--- config.mk ---
export PLATFORM = sky130hd
export DESIGN_NAME = piso_tx_ctrl
export DESIGN_NICKNAME = d
export VERILOG_FILES = /design/src/rtl/piso_tx_ctrl.sv
export SDC_FILE = /design/constraint.sdc
export NUM_CORES = 1
export LEC_CHECK = 0
export ABC_AREA = 1
export BUFFER_PORTS_ARGS = -buffer_cell sky130_fd_sc_hd__buf_2
export CORE_AREA = 8 8 45 47
export DETAILED_ROUTE_END_ITERATION = 6
export DIE_AREA = 0 0 53 55
export PLACE_DENSITY = 0.83
export SETUP_SLACK_MARGIN = 0.2
export SLEW_MARGIN = 20
export SYNTH_ARGS = -nofsm -noshare
export SYNTH_HDL_FRONTEND = slang
export SYNTH_SLANG_ARGS = --single-unit
export TNS_END_PERCENT = 5
--- constraint.sdc ---
create_clock -name clk -period 3.1 [get_ports clk]
set_clock_uncertainty 0.05 [all_clocks]
set_input_delay 0.155 -clock clk [delete_from_list [all_inputs] [get_ports clk]]
set_output_delay 0.155 -clock clk [all_outputs]
set_load 0.01 [all_outputs]
--- src/rtl/piso_tx_ctrl.sv ---
// Serial transmit sequencer for a WIDTH-bit PISO register: accept, load, paced shift, framing.
// Optional parity bit after the data bits when PISO_TX_PARITY_EN is defined.
module piso_tx_ctrl #(
  parameter int WIDTH      = 4,
  parameter int BIT_CYCLES = 1,
  parameter int GAP_CYCLES = 1
) (
  input  logic             clk,
  input  logic             rst_n,
  input  logic [WIDTH-1:0] tx_data,
  input  logic             tx_valid,
  output logic             tx_ready,
  output logic [WIDTH-1:0] piso_d,
  output logic             piso_load,
  output logic             piso_shift,
  output logic             piso_din,
  input  logic             piso_qout,
  output logic             ser_out,
  output logic             ser_frame,
  output logic             busy,
  output logic             done
);

  localparam int CW = $clog2(BIT_CYCLES) + 1;
  localparam int BW = $clog2(WIDTH) + 1;
  localparam int GW = $clog2(GAP_CYCLES + 1) + 1;

  if (WIDTH < 1) begin : g_bad_width
    $error("piso_tx_ctrl: WIDTH must be >= 1");
  end
  if (BIT_CYCLES < 1) begin : g_bad_bit_cycles
    $error("piso_tx_ctrl: BIT_CYCLES must be >= 1");
  end
  if (GAP_CYCLES < 0) begin : g_bad_gap_cycles
    $error("piso_tx_ctrl: GAP_CYCLES must be >= 0");
  end

`ifdef PISO_TX_PARITY_EN
  typedef enum logic [2:0] {IDLE, LOAD, SHIFT, PAR, GAP} state_t;
`else
  typedef enum logic [1:0] {IDLE, LOAD, SHIFT, GAP} state_t;
`endif

  state_t        state, state_nxt;
  logic [CW-1:0] cyc_cnt, cyc_nxt;
  logic [BW-1:0] bit_cnt, bit_nxt;
  logic [GW-1:0] gap_cnt, gap_nxt;
  logic          last_cyc;

  always_ff @(posedge clk or negedge rst_n) begin
    if (!rst_n) begin
      state   <= IDLE;
      cyc_cnt <= '0;
      bit_cnt <= '0;
      gap_cnt <= '0;
      piso_d  <= '0;
    end else begin
      state   <= state_nxt;
      cyc_cnt <= cyc_nxt;
      bit_cnt <= bit_nxt;
      gap_cnt <= gap_nxt;
      if (state == IDLE && tx_valid)
        piso_d <= tx_data;
    end
  end

  assign last_cyc = (cyc_cnt == CW'(BIT_CYCLES - 1));

  always_comb begin
    state_nxt  = state;
    cyc_nxt    = cyc_cnt;
    bit_nxt    = bit_cnt;
    gap_nxt    = gap_cnt;
    tx_ready   = 1'b0;
    piso_load  = 1'b0;
    piso_shift = 1'b0;
    ser_frame  = 1'b0;
    done       = 1'b0;
    case (state)
      IDLE: begin
        tx_ready = 1'b1;
        if (tx_valid) state_nxt = LOAD;
      end
      LOAD: begin
        piso_load = 1'b1;
        cyc_nxt   = '0;
        bit_nxt   = '0;
        gap_nxt   = '0;
        state_nxt = SHIFT;
      end
      SHIFT: begin
        ser_frame = 1'b1;
        if (!last_cyc) begin
          cyc_nxt = cyc_cnt + CW'(1);
        end else begin
          cyc_nxt = '0;
          if (bit_cnt != BW'(WIDTH - 1)) begin
            piso_shift = 1'b1;
            bit_nxt    = bit_cnt + BW'(1);
          end else begin
`ifdef PISO_TX_PARITY_EN
            state_nxt = PAR;
`else
            if (GAP_CYCLES == 0) begin
              done      = 1'b1;
              state_nxt = IDLE;
            end else begin
              state_nxt = GAP;
            end
`endif
          end
        end
      end
`ifdef PISO_TX_PARITY_EN
      PAR: begin
        ser_frame = 1'b1;
        if (!last_cyc) begin
          cyc_nxt = cyc_cnt + CW'(1);
        end else begin
          cyc_nxt = '0;
          // With no gap configured the parity bit closes the frame itself.
          if (GAP_CYCLES == 0) begin
            done      = 1'b1;
            state_nxt = IDLE;
          end else begin
            state_nxt = GAP;
          end
        end
      end
`endif
      GAP: begin
        if (gap_cnt == GW'(GAP_CYCLES - 1)) begin
          done      = 1'b1;
          gap_nxt   = '0;
          state_nxt = IDLE;
        end else begin
          gap_nxt = gap_cnt + GW'(1);
        end
      end
      default: state_nxt = IDLE;
    endcase
  end

  assign busy     = (state != IDLE);
  assign piso_din = 1'b0;

`ifdef PISO_TX_PARITY_EN
  assign ser_out = ser_frame & ((state == PAR) ? ^piso_d : piso_qout);
`else
  assign ser_out = ser_frame & piso_qout;
`endif

endmodule

# Word-level counts from Yosys, hierarchy flattened
# Index checks and enable logic that the tools add are counted.
classes:
  addsub: 3
  bitwise: 1
  eq_ne: 9
  mux: 20
  reduce_logical: 8
ops:
  columns: ["op", "count"]
  rows:
  - ["2-bit two-way mux", 5]
  - ["2-bit inequality test, second input constant", 5]
  - ["1-bit two-way mux", 9]
  - ["2-bit one-hot mux with 4 select lines", 1]
  - ["3-bit two-way mux", 2]
  - ["3-bit one-hot mux with 2 select lines", 1]
  - ["2-bit nonzero test", 3]
  - ["2-bit equality test, second input constant", 2]
  - ["2-bit logical NOT", 2]
  - ["2-bit one-hot mux with 2 select lines", 1]
  - ["4-bit AND reduction", 1]
  - ["3-bit by 1-bit adder with 3-bit output, second input constant", 1]
  - ["3-bit by 2-bit inequality test with 1-bit output, second input constant", 1]
  - ["3-bit AND reduction", 1]
  - ["2-bit by 1-bit adder with 2-bit output, second input constant", 1]
  - ["2-bit by 1-bit equality test with 1-bit output, second input constant", 1]
  - ["1-bit one-hot mux with 2 select lines", 1]
  - ["1-bit adder, second input constant", 1]
  - ["1-bit AND", 1]
  - ["1-bit logical AND", 1]
totals:
  inputBits: 8
  out_inout_bits: 12
  elab_cells: 46
  register_bits: 12

# Longest topological paths before layout
logic_depth:
  depth_word: 4
  ltp_mapped: 7

# Least setup slack after synthesis
# No wires, ideal clock.
synth_path:
  kind: "flip-flop to flip-flop"
  start: "register bit_cnt[0]"
  end: "register bit_cnt[0]"
  arrival_ns: 1.129
  stages_incl_launch_ff: 8
  n_path_buf: 0
  setup_time_ns: 0.073
  slack_ns: 1.848
  cell_sequence: "dfrtp_1 > ha_1 > ha_1 > inv_1 > nand2_4 > inv_2 > nor2_1 > a21oi_2"
synth_between:
  elab_chain_len: 4
synth_rtl:
  columns: ["item", "line_no", "rtl"]
  rows:
  - ["start: declaration", "46", "logic [BW-1:0] bit_cnt, bit_nxt;"]
  - ["start signal: assignment", "60", "bit_cnt <= bit_nxt;"]
  - ["3-bit by 1-bit adder with 3-bit output", "99", "bit_nxt = bit_cnt + BW'(1);"]
  - ["3-bit two-way mux", "97", "if (bit_cnt != BW'(WIDTH - 1)) begin"]
  - ["3-bit two-way mux", "93", "if (!last_cyc) begin"]
  - ["3-bit one-hot mux with 2 select lines", "79", "case (state)"]
# Parallel ways exist; a longest one is shown, timed or not. The select of a mux whose other input is x is not followed.
# A chain may end at the register's enable or synchronous reset.

# Worst setup path after layout
layout_path:
  start: "register bit_cnt[0]"
  end: "output port piso_shift"
layout_between:
  elab_chain_len: 4
layout_rtl:
  columns: ["item", "line_no", "rtl"]
  rows:
  - ["3-bit by 2-bit inequality test with 1-bit output", "97", null]
  - ["1-bit two-way mux", "97", null]
  - ["1-bit two-way mux", "93", null]
  - ["1-bit two-way mux", "79", null]
  - ["end: declaration", "15", "output logic piso_shift,"]
# No other way between the ends.

==> results.sh <==
export IMPL_status="complete, no violations"
export IMPL_p_clk_share_pct=12.6
export IMPL_async_flop_share_pct=100.0
export IMPL_grt_max_degree=12
export IMPL_startpoint_type="register"
export IMPL_vias=530
export IMPL_tritoncts="done"
export IMPL_syn_area_um2=649.4
export IMPL_ys_ff_latch=11
export IMPL_whs_ps=73.56
export IMPL_n_antenna_cell=0
export IMPL_antenna_found_initial=0
export IMPL_wire_per_inst_um=10.86
export IMPL_dr_pass1_iters=4
export IMPL_switching_share_pct=44.24
export IMPL_core_area_um2=1384
export IMPL_total_power_uw=736.1
export IMPL_setup_viol_count_final=0
export IMPL_htreeDepth=1
export IMPL_grt_setup_unrepaired="no"
export IMPL_start_util_pct=46.93
export IMPL_yosys_area_top_type="dfrtp_1"
export IMPL_die_w_um=53
export IMPL_worst_path_max_fanout=7
export IMPL_post_cts_resized=0
export IMPL_drt_total_wl_um=1227
export IMPL_critPathCaptureType="output port"
export IMPL_die_y_um=55
export IMPL_synth_top_cell_area_share_pct=42.39
export IMPL_clk_pin_slew_ps=70
export IMPL_dieArea_um2=2915
export IMPL_p_sw_uw=325.6
export IMPL_ys_types=17
export IMPL_drtAntennaViolNets=0
export IMPL_nNetsFinal=115
export IMPL_critPathArrivalTime_ps=1400
export IMPL_max_freq_mhz=622.3
export IMPL_fin_crit_ps=1607
export IMPL_first_iter_violations=5
export IMPL_use_met3_pct=2.941
export IMPL_ctsHoldBuffers=1
export IMPL_drc=0
export IMPL_drt_vias_per_instance=4.690
export IMPL_numPortBuffers=18
export IMPL_syn_nets=92
export IMPL_synth_edff_count=0
export IMPL_clk_latency_ps=260
export IMPL_maxCapViolCount=0
export IMPL_leakagePower_nw=0.4726
export IMPL_grt_pass1_vias=519
export IMPL_cts_setup_buffers=0
export IMPL_area_growth_pct=21.39
export IMPL_combinationalPowerShare_pct=55.2
export IMPL_ys_warn_count=0
export IMPL_numCtsBuffers=3
export IMPL_busiest_layer="met2"
export IMPL_min_path_type="input port to register"
export IMPL_gp_congestion=0.6928
export IMPL_yosysMostFrequentCell="nand2_1"
export IMPL_gr_usage_all_layers_pct=9.603
export IMPL_required_ps=2890
export IMPL_avgSynthCellArea_um2=8.658
export IMPL_clock_sinks=11
export IMPL_grt_pass1_wl_um=2049
export IMPL_grtUsageMet2_pct=14.65
export IMPL_yosys_top_cells_area="dfrtp_1 (42%), ha_1 (17%), nand2_1 (12%)"
export IMPL_ys_seq_area_share_pct=42.39
export IMPL_layout_worst_path_cycle_share_pct=51.83
export IMPL_p_int_uw=410.5
export IMPL_cts_root_buf="clkbuf_4"
export IMPL_row_count=14
export IMPL_syn_inst=75
export IMPL_design_area_um2=788.3
export IMPL_dpl_cell_area_um2=752.0
export IMPL_cts_buffer_depth=2
export IMPL_vdd_drop_max_mv=0.4118
export IMPL_hold_viol=0
export IMPL_seqPwrFrac_pct=32.2
export IMPL_ios=20
export IMPL_drv_slew=0
export IMPL_hpwl_um=1026
export IMPL_grt_overflow_total=0
export IMPL_setup_tns_ps=0
export IMPL_drive_above_1_share_pct=30.93
export IMPL_use_met1_pct=11.41
export IMPL_ys_flop_type="dfrtp_1"
export IMPL_synth_commonest_cells="nand2_1 (21), inv_1 (12), dfrtp_1 (11)"
export IMPL_worstSetupPathType="register to output port"
export IMPL_p_per_area_nw_per_um2=933.8
## per-stage QoR
| step | utilization (%) | std cells | setup WS (ps) |
|---|---|---|---|
| 2_1_floorplan | - | 75 | 1848 |
| 3_3_place_gp | 54.34 | 108 | 1788 |
| 3_5_place_dp | 54.34 | 108 | 1764 |
| 4_1_cts | 56.96 | 113 | 1470 |
| 5_1_grt | 56.96 | 113 | 1363 |
| 6_report | 56.96 | 113 | 1493 |
## per-layer routing
| metal | vias up | wire [µm] |
|---|---|---|
| li1 | 276 | - |
| met1 | 232 | 572 |
| met2 | 20 | 540 |
| met3 | 2 | 106 |
| met4 | 0 | 8 |
| met5 | - | 0 |
## critical path, stage by stage (launching register included)
cell and delay [ps]:
dfrtp_1 410, ha_1 210, ha_1 170, inv_1 80, nand2_4 90, inv_2 70, buf_2 120
## cell families after synthesis
| group | count (synthesis) | synth area share [%] |
|---|---|---|
| buffers and inverters | 15 | 9.249 |
| adder cells (fa/ha/maj) | 9 | 17.34 |
| other | 1 | 0.5775 |
| AND/OR/NAND/NOR | 35 | 25.63 |
| AO/OA/AOI/OAI | 4 | 4.817 |
| flip-flops | 11 | 42.39 |
## state kept, by name, summed over array words and instances, names as in the netlist
register	flops
piso_d	4
gap_cnt	2
bit_cnt	3
state	2
## power groups by stage
stage	registers [mW]	logic, mW	clock network, mW
floorplan	0.245	0.275	0
global placement	0.235	0.396	0
detailed placement	0.239	0.412	0
CTS	0.238	0.419	0.0971
global route	0.244	0.462	0.106
finish	0.237	0.406	0.0930
## cells in the final DEF (no fill, tap or decap), drive strengths merged, types with 2 or more instances in the layout
cell	n
buf	18
nand2	25
clkbuf	4
nand4	2
ha	9
o21ai	2
inv	14
dfrtp	11
nand3	6
## final timing paths
path,cells past startpoint,start,end,slack [ps]
min reg2reg,2,piso_d[1],piso_d[1],420
max reg2reg,5,state[1],piso_d[2],1770
max in group asynchronous,2,rst_n,state[0],2560
min,3,tx_data[3],piso_d[3],70
min in group asynchronous,2,rst_n,bit_cnt[2],240
max,6,bit_cnt[0],piso_shift,1490
## final cells by class
cell class	count	area, µm²
clock buffers	4	26.28
fillers	126	595.6
inverters	14	52.55
multi-input cells	49	314.1
flip-flops and latches	11	275.3
well taps	16	20.02
repair buffers	19	100.1
Power figures use the tool's default switching activity.
